**src/rtl/mem_access_ctrl_pkg.sv**
```systemverilog
`default_nettype none
// +----------------------------------------------------------------------+
// | Module      : mem_ctrl_pkg                                           |
// | Description : Shared types for the memory access sequencer.          |
// | Revision    : 1.0  initial release                                   |
// +----------------------------------------------------------------------+
package mem_ctrl_pkg;

  localparam int DEF_ADDR_W = 9;
  localparam int DEF_DATA_W = 32;

  typedef enum logic [2:0] {
    IDLE   = 3'd0,
    MAR    = 3'd1,
    WAIT   = 3'd2,
    MDR_LD = 3'd3,
    CAP    = 3'd4,
    MDR_ST = 3'd5,
    WR     = 3'd6,
    DONE   = 3'd7
  } mem_state_t;

  typedef struct packed {
    logic MARin;
    logic MDRin;
    logic MDRread;
    logic W_sig;
    logic BusDrive;
  } mem_strobes_t;

endpackage
`default_nettype wire

```
**src/rtl/mem_access_ctrl_if.sv**
```systemverilog
`default_nettype none
// +----------------------------------------------------------------------+
// | Module      : mem_access_ctrl_if                                     |
// | Description : CPU request port plus memory-subsystem strobes/bus.    |
// | Revision    : 1.0  initial release                                   |
// +----------------------------------------------------------------------+
interface mem_access_ctrl_if
  import mem_ctrl_pkg::*;
#(
  parameter int DATA_W = DEF_DATA_W
);
  logic              req;
  logic              wr;
  logic [DATA_W-1:0] addr;
  logic [DATA_W-1:0] wdata;
  logic              ready;
  logic              done;
  logic              err;
  logic [DATA_W-1:0] rdata;
  logic [DATA_W-1:0] BusOut;
  logic              BusDrive;
  logic              MARin;
  logic              MDRin;
  logic              MDRread;
  logic              W_sig;
  logic [DATA_W-1:0] BusMuxInMDR;

  // Controller side.
  modport slave (
    input  req, wr, addr, wdata, BusMuxInMDR,
    output ready, done, err, rdata, BusOut, BusDrive, MARin, MDRin, MDRread, W_sig
  );

  // Requester / memory-subsystem side.
  modport master (
    output req, wr, addr, wdata, BusMuxInMDR,
    input  ready, done, err, rdata, BusOut, BusDrive, MARin, MDRin, MDRread, W_sig
  );
endinterface
`default_nettype wire

```
**src/rtl/mem_access_ctrl.sv**
```systemverilog
`default_nettype none
// +----------------------------------------------------------------------+
// | Module      : mem_access_ctrl                                        |
// | Description : Sequences single-word loads/stores into MAR/MDR/RAM    |
// |               strobes; one request in flight, done pulse on finish.  |
// | Revision    : 1.0  initial release                                   |
// +----------------------------------------------------------------------+
module mem_access_ctrl
  import mem_ctrl_pkg::*;
#(
  parameter int ADDR_W = DEF_ADDR_W,
  parameter int DATA_W = DEF_DATA_W
) (
  input  wire logic          Clock,
  input  wire logic          Clear,
  mem_access_ctrl_if.slave   bus
);

  mem_state_t        rState, wNextState;
  mem_strobes_t      rStrobes, wNextStrobes;
  logic [DATA_W-1:0] rBusOut, wNextBusOut;
  logic              rDone, wNextDone;
  logic              rErr, wNextErr;
  logic              rWr;
  logic [DATA_W-1:0] rWdata;
  logic [DATA_W-1:0] rRdata;
  logic              wAddrOutOfRange;

  assign wAddrOutOfRange = |bus.addr[DATA_W-1:ADDR_W];

  // Outputs for the *next* state are decoded here and registered, so every
  // strobe comes straight from a flop.
  always_comb begin
    wNextState   = rState;
    wNextStrobes = '0;
    wNextBusOut  = '0;
    wNextDone    = 1'b0;
    wNextErr     = 1'b0;
    case (rState)
      IDLE: begin
        if (bus.req) begin
          if (wAddrOutOfRange) begin
            wNextState = DONE;
            wNextDone  = 1'b1;
            wNextErr   = 1'b1;
          end else begin
            wNextState            = MAR;
            wNextStrobes.MARin    = 1'b1;
            wNextStrobes.BusDrive = 1'b1;
            wNextBusOut           = bus.addr;
          end
        end
      end
      MAR: begin
        if (rWr) begin
          wNextState            = MDR_ST;
          wNextStrobes.MDRin    = 1'b1;
          wNextStrobes.BusDrive = 1'b1;
          wNextBusOut           = rWdata;
        end else begin
          wNextState = WAIT;
        end
      end
      WAIT: begin
        wNextState           = MDR_LD;
        wNextStrobes.MDRin   = 1'b1;
        wNextStrobes.MDRread = 1'b1;
      end
      MDR_LD: wNextState = CAP;
      CAP: begin
        wNextState = DONE;
        wNextDone  = 1'b1;
      end
      MDR_ST: begin
        wNextState         = WR;
        wNextStrobes.W_sig = 1'b1;
      end
      WR: begin
        wNextState = DONE;
        wNextDone  = 1'b1;
      end
      DONE:    wNextState = IDLE;
      default: wNextState = IDLE;
    endcase
  end

  always_ff @(posedge Clock or negedge Clear) begin
    if (!Clear) begin
      rState   <= IDLE;
      rStrobes <= '0;
      rBusOut  <= '0;
      rDone    <= 1'b0;
      rErr     <= 1'b0;
      rWr      <= 1'b0;
      rWdata   <= '0;
      rRdata   <= '0;
    end else begin
      rState   <= wNextState;
      rStrobes <= wNextStrobes;
      rBusOut  <= wNextBusOut;
      rDone    <= wNextDone;
      rErr     <= wNextErr;
      if (rState == IDLE && bus.req) begin
        rWr    <= bus.wr;
        rWdata <= bus.wdata;
      end
      if (rState == CAP) begin
        rRdata <= bus.BusMuxInMDR;
      end
    end
  end

  assign bus.ready    = (rState == IDLE);
  assign bus.done     = rDone;
  assign bus.err      = rErr;
  assign bus.rdata    = rRdata;
  assign bus.BusOut   = rBusOut;
  assign bus.BusDrive = rStrobes.BusDrive;
  assign bus.MARin    = rStrobes.MARin;
  assign bus.MDRin    = rStrobes.MDRin;
  assign bus.MDRread  = rStrobes.MDRread;
  assign bus.W_sig    = rStrobes.W_sig;

endmodule
`default_nettype wire

```
**src/flat_wrapper.sv**
```systemverilog
// flat-port wrapper written by rule: the top's interface ports become plain ports
module mem_access_ctrl_flat import mem_ctrl_pkg::*;
#(
  parameter int ADDR_W = DEF_ADDR_W,
  parameter int DATA_W = DEF_DATA_W
)
  (Clock, Clear, bus_req, bus_wr, bus_addr, bus_wdata, bus_BusMuxInMDR, bus_ready, bus_done, bus_err, bus_rdata, bus_BusOut, bus_BusDrive, bus_MARin, bus_MDRin, bus_MDRread, bus_W_sig);
  mem_access_ctrl_if #(.DATA_W(DATA_W)) bus_i ();
  input  wire logic Clock;
  input  wire logic Clear;
  input wire logic [$bits(bus_i.req)-1:0] bus_req;
  input wire logic [$bits(bus_i.wr)-1:0] bus_wr;
  input wire logic [$bits(bus_i.addr)-1:0] bus_addr;
  input wire logic [$bits(bus_i.wdata)-1:0] bus_wdata;
  input wire logic [$bits(bus_i.BusMuxInMDR)-1:0] bus_BusMuxInMDR;
  output wire logic [$bits(bus_i.ready)-1:0] bus_ready;
  output wire logic [$bits(bus_i.done)-1:0] bus_done;
  output wire logic [$bits(bus_i.err)-1:0] bus_err;
  output wire logic [$bits(bus_i.rdata)-1:0] bus_rdata;
  output wire logic [$bits(bus_i.BusOut)-1:0] bus_BusOut;
  output wire logic [$bits(bus_i.BusDrive)-1:0] bus_BusDrive;
  output wire logic [$bits(bus_i.MARin)-1:0] bus_MARin;
  output wire logic [$bits(bus_i.MDRin)-1:0] bus_MDRin;
  output wire logic [$bits(bus_i.MDRread)-1:0] bus_MDRread;
  output wire logic [$bits(bus_i.W_sig)-1:0] bus_W_sig;
  assign bus_i.req = bus_req;
  assign bus_i.wr = bus_wr;
  assign bus_i.addr = bus_addr;
  assign bus_i.wdata = bus_wdata;
  assign bus_i.BusMuxInMDR = bus_BusMuxInMDR;
  assign bus_ready = bus_i.ready;
  assign bus_done = bus_i.done;
  assign bus_err = bus_i.err;
  assign bus_rdata = bus_i.rdata;
  assign bus_BusOut = bus_i.BusOut;
  assign bus_BusDrive = bus_i.BusDrive;
  assign bus_MARin = bus_i.MARin;
  assign bus_MDRin = bus_i.MDRin;
  assign bus_MDRread = bus_i.MDRread;
  assign bus_W_sig = bus_i.W_sig;
  mem_access_ctrl #(.ADDR_W(ADDR_W), .DATA_W(DATA_W)) u_core (.Clock(Clock), .Clear(Clear), .bus(bus_i));
endmodule
```
**config.mk**
```make
export PLATFORM = sky130hd
export DESIGN_NAME = mem_access_ctrl_flat
export DESIGN_NICKNAME = d
export VERILOG_FILES = /design/src/rtl/mem_access_ctrl_pkg.sv /design/src/rtl/mem_access_ctrl_if.sv /design/src/rtl/mem_access_ctrl.sv /design/src/flat_wrapper.sv
export SDC_FILE = /design/constraint.sdc
export NUM_CORES = 1
export LEC_CHECK = 0
export ABC_CLOCK_PERIOD_IN_PS = 2150
export CAP_MARGIN = 20
export CORE_MARGIN = 3
export CORE_UTILIZATION = 43
export CTS_CLUSTER_SIZE = 20
export DETAILED_ROUTE_END_ITERATION = 6
export GPL_ROUTABILITY_DRIVEN = 0
export GPL_TIMING_DRIVEN = 0
export PLACE_DENSITY = 0.81
export SLEW_MARGIN = 20
export SYNTH_ARGS = -nofsm -noshare
export SYNTH_HDL_FRONTEND = slang
export SYNTH_SLANG_ARGS = --single-unit
```
**constraint.sdc**
```tcl
create_clock -name Clock -period 2.15 [get_ports Clock]
set_input_delay 0.3225 -clock Clock [delete_from_list [all_inputs] [get_ports Clock]]
set_output_delay 0.3225 -clock Clock [all_outputs]
set_load 0.01 [all_outputs]
```
Word level (Yosys, flattened, before mapping)
Cells that the tools add are included.

storage, ports and cells
  logic and storage cells = 44
  bits in registers = 107
  memories = 0
  output and inout port bits = 72
  latch bits = 0
  bits of input ports = 100
  RAM bits = 0
  bits in read-only memories = 0

cells by class
  multiplexer cells = 20
  magnitude comparators = 0
  $mul = 0
  reductions and logical operators = 4
  div/mod/pow operators = 0
  $add $sub $neg = 0
  bitwise operators = 0
  eq/ne operators = 8
  shift operators = 0

operators with widths
  kind                count
  $mux 32             3
  $pmux 32 s2         1
  $reduce_or 23->1    1
  $pmux 3 s7          1
  $eq 3x3->1 const B  4
  $mux 1              9
  $mux 3              3
  $eq 3x2->1 const B  2
  $pmux 1 s2          3
  $eq 3x1->1 const B  1
  $logic_not 3->1     1
  $ne 2x2->1 const B  1
  $reduce_or 2->1     1
  $logic_and 1x1->1   1

Logic depth before layout (Yosys ltp)
  depth after elaboration = 4
  mapped depth = 5

Worst setup path before layout
No wires, ideal clock.

  kind = register to register
  from = register u_core.rState[0]
  to = register u_core.rWdata[10]
  path slack = 0.519 ns
  cell stages (with the launch flop) = 5
  arrival = 1.506 ns
  path buffers = 2
  setup time = 0.125 ns
  cell sequence = dfrtp_1 buf_6 nor4b_4 buf_6 mux2_2

on the way
  longest elaborated chain between the ends = 2

ends and longest elaborated chain
  item                      RTL line                source
  start: declaration        mem_access_ctrl.sv:19   mem_state_t rState, wNextState;
  start signal: assignment  mem_access_ctrl.sv:98   rState <= wNextState;
  $logic_not 3->1           mem_access_ctrl.sv:103  if (rState == IDLE && bus.req) begin
  $logic_and 1x1->1         mem_access_ctrl.sv:103
  end signal: assignment    mem_access_ctrl.sv:105  rWdata <= bus.wdata;
  end: declaration          mem_access_ctrl.sv:25   logic [DATA_W-1:0] rWdata;

No other way between the ends.
A chain may end at the register's enable or synchronous reset.

Final worst setup path
  from = register u_core.rState[2]
  to = register u_core.rWdata[7]

The elaborated chain is that of the path after synthesis.

==> reports/metrics.cfg <==
[synth]
synth_edf_count = 0
synth_area_per_cell_sq_um = 14.47
synthArstFlopShare_pct = 100.0
netlist_instances = 285
netlist_area_sq_um = 4124
synth_warnings = 0
synth-seq-cells = 107
synth_nets = 385
synth_sequential_area_ratio_pct = 64.93
synth_top_flop_cell = dfrtp_1
ys_types = 31

[worst_setup_path]
crit_chain = buf_2 -> nor4b_4 -> buf_6 -> mux2_2
critPathKind = register to register
crit_required_ns = 2.39
cp-end-kind = register
rrSetupSlack_ns = 0.26
cp_slowest_cell = nor4b_4
r2r_cells = 4
setup.worst_path.start_class = register
critical_path_buf_inv_count = 2
cpLargestDelayFamily = simple AND/OR/NAND/NOR gates
r2r-start = u_core.rState[2]
r2r-end = u_core.rWdata[7]
timing.critical_path.arrival_ns = 2.14
critPathMaxStageDelay_ns = 0.62
worstPathMaxFanout = 10

[pwr]
powerDensity_nw_per_um2 = 1092
p_sw_uw = 1967
p_int_uw = 4846
peakVddDrop_mv = 0.4589
p_leak_uw = 0.002583
clkPwrFrac_pct = 18.1
seq_power_share_pct = 44.9
switching_share_pct = 28.87
pwr-share-comb_pct = 36.9

[detailed_routing]
ant_nets = 0
dr_wl_met2_mm = 4.733
drt-met1-wl_mm = 3.967
drtIter0Drc = 57
wl_per_cell_microns = 15.88
vias = 2945
wl_mm = 9.575
wl_met3_microns = 610
viasPerCell = 4.884
drc_errors = 0
dr.pass1.iters = 4
routed.top_layer = met4

[clocking]
clock_latency_ns = 0.37
cts-htree-levels = 3
cts_tree = done
cts_made_buffers = 9
post-cts-setup-buffers = 0
clk_pin_slew_ns = 0.10
clock-sinks = 107
cts-root-buf = clkbuf_8
cts-root-to-sink-buffers = 2

[die]
core_sq_um = 9284
initial_core_util_pct = 44.42
rows = 35
die_h_microns = 103.9
io_pins = 172
dieWidth_microns = 103.9
dieArea_sq_um = 10800

[global_routing]
overflow = 0
grt_max_degree = 56
antenna_found_initial = 0
grt_pass1_vias = 3161
grt_pass1_wl_mm = 16.10
grt_usage_pct = 18.51

[cells_and_area]
layoutNonFillerInstCount = 603
nets = 569
diodes = 0
postLayoutCoreUtil_pct = 67.20
fin_area_sq_um = 6238
syn_to_final_growth_pct = 51.27
fillers = 698
drive_gt1_share_pct = 18.99

[sta]
hold_violations = 0
fmax_ghz = 0.5283
rsz0062_at_grt = no
maxSlewHeadroom_pct = 53.10
worst_pin_slew_ns = 0.7005
finalMaxSlewViolations = 0
fin_crit_sh_pct = 88.04
setup_violations = 0
period_minus_slack_ns = 1.893
skew_ns = 0.01836

[place]
place_area_sq_um = 6026
portBuffers = 171
place_hpwl_mm = 7.208
dp.cells = 586

[run]
cap_violations = 0

[hold_path]
hp-class = input pin to asynchronous set/reset pin

[run_status]
status = finished clean

## cell usage after synthesis, drive strengths merged (2+ instances only)
cell / n / area [sq um]
mux2: 65 / 732.0
clkbuf: 6 / 22.52
o21a: 2 / 15.01
nand4: 10 / 62.56
o21ai: 11 / 55.05
and2: 23 / 143.9
nor2: 2 / 7.510
nor4: 5 / 43.79
o211ai: 2 / 15.01
nand3: 3 / 15.01
nor3: 3 / 15.01
nand2: 12 / 45.04
buf: 12 / 88.83
nor3b: 11 / 82.58
dfrtp: 107 / 2678
## layout make-up
| type | count | area, sq um | share of cell area [%] |
|---|---|---|---|
| plain buffers | 18 | 111.4 | 1.785 |
| repair buffers | 173 | 1749 | 28.04 |
| well taps | 129 | 161.4 | 2.587 |
| flip-flops and latches | 107 | 2678 | 42.92 |
| clock buffers | 10 | 127.6 | 2.046 |
| clock inverters | 6 | 71.32 | 1.143 |
| inverters | 1 | 3.754 | 0.06017 |
| multi-input cells | 159 | 1336 | 21.42 |
## worst max path at each step
stage | from | end | slack, ns | cells after the start
5_1_grt | u_core.rState[2] | u_core.rWdata[10] | 0.13 | 4
3_3_place_gp | Clear | u_core.rWdata[23] | -3.07 | 1
4_1_cts | u_core.rState[2] | u_core.rWdata[5] | 0.19 | 4
6_report | u_core.rState[2] | u_core.rWdata[7] | 0.26 | 4
2_1_floorplan | u_core.rState[0] | u_core.rWdata[10] | 0.52 | 4
3_5_place_dp | bus_req | u_core.rWdata[10] | -0.07 | 4
## metal layers
metal	global-route usage [%]	vias to the layer above
li1	-	1369
met1	23.25	1424
met2	30.69	123
met3	4.593	29
met4	7.692	0
met5	0	-
## sequential cells by signal, summed over array words and instances (netlist names)
name                 flops
u_core.bus.BusOut       32
u_core.bus.done          1
u_core.rWdata           32
u_core.bus.BusDrive      1
u_core.bus.rdata        32
u_core.bus.W_sig         1
u_core.bus.MARin         1
u_core.bus.MDRin         1
u_core.rState            3
u_core.bus.err           1
u_core.rWr               1
u_core.bus.MDRread       1
## logic make-up after synthesis
kind of cell | after synthesis | synth area share, %
AND/OR/NAND/NOR | 75 | 11.65
flip-flops | 107 | 64.93
multiplexers | 65 | 17.75
AO/OA/AOI/OAI | 19 | 2.882
buffers and inverters | 19 | 2.791
## worst reg2reg max path: stages, from the launching register on
cell and delay [ns]:
dfrtp_1 0.38, buf_2 0.19, nor4b_4 0.62, buf_6 0.25, mux2_2 0.34
## power groups by stage
stage / combinational (uW) / clock (uW) / sequential [uW]
2_1_floorplan: 1110 / 0 / 3240
3_3_place_gp: 2460 / 0 / 3070
3_5_place_dp: 2550 / 0 / 3110
4_1_cts: 2560 / 1270 / 3070
5_1_grt: 2720 / 1340 / 3150
6_report: 2520 / 1240 / 3060
## cell usage in the layout, fill, tap and decap left out, types with 2 or more instances in the layout
cell type        count
clkdlybuf4s50_1    169
inv_6                2
nand4_1             10
clkbuf_8             9
o211ai_1             2
buf_1                2
o21a_1               2
dfrtp_1            107
o21ai_1              9
and2_1              23
nor4_1               3
clkinvlp_4           2
buf_6                6
nor2_1               2
clkbuf_1             7
nand2_1             12
mux2_1               8
o21ai_0              2
nor4_2               2
nand3_1              3
buf_2                5
nor3b_1             11
mux2_2              57
nor3_1               2
## per-stage QoR
stage | setup WS (ns) | setup TNS (ns) | total power, uW | hold slack (ns)
global placement | -3.075 | -330.32 | 5527 | 0.4577
CTS | 0.1886 | 0 | 6897 | 0.4762
finish | 0.2571 | 0 | 6813 | 0.4633
global route | 0.1262 | 0 | 7212 | 0.5092
detailed placement | -0.06817 | -1.679 | 5660 | 0.3063
floorplan | 0.5188 | 0 | 4351 | 0.02691
## repair_timing
action                                  4_1_cts  5_1_grt
hold buffers                                  1        0
gates resized for setup                       2        0
endpoints found under the setup margin        1        0
endpoints found under the hold margin        52        0
Power figures use the tool's default switching activity.
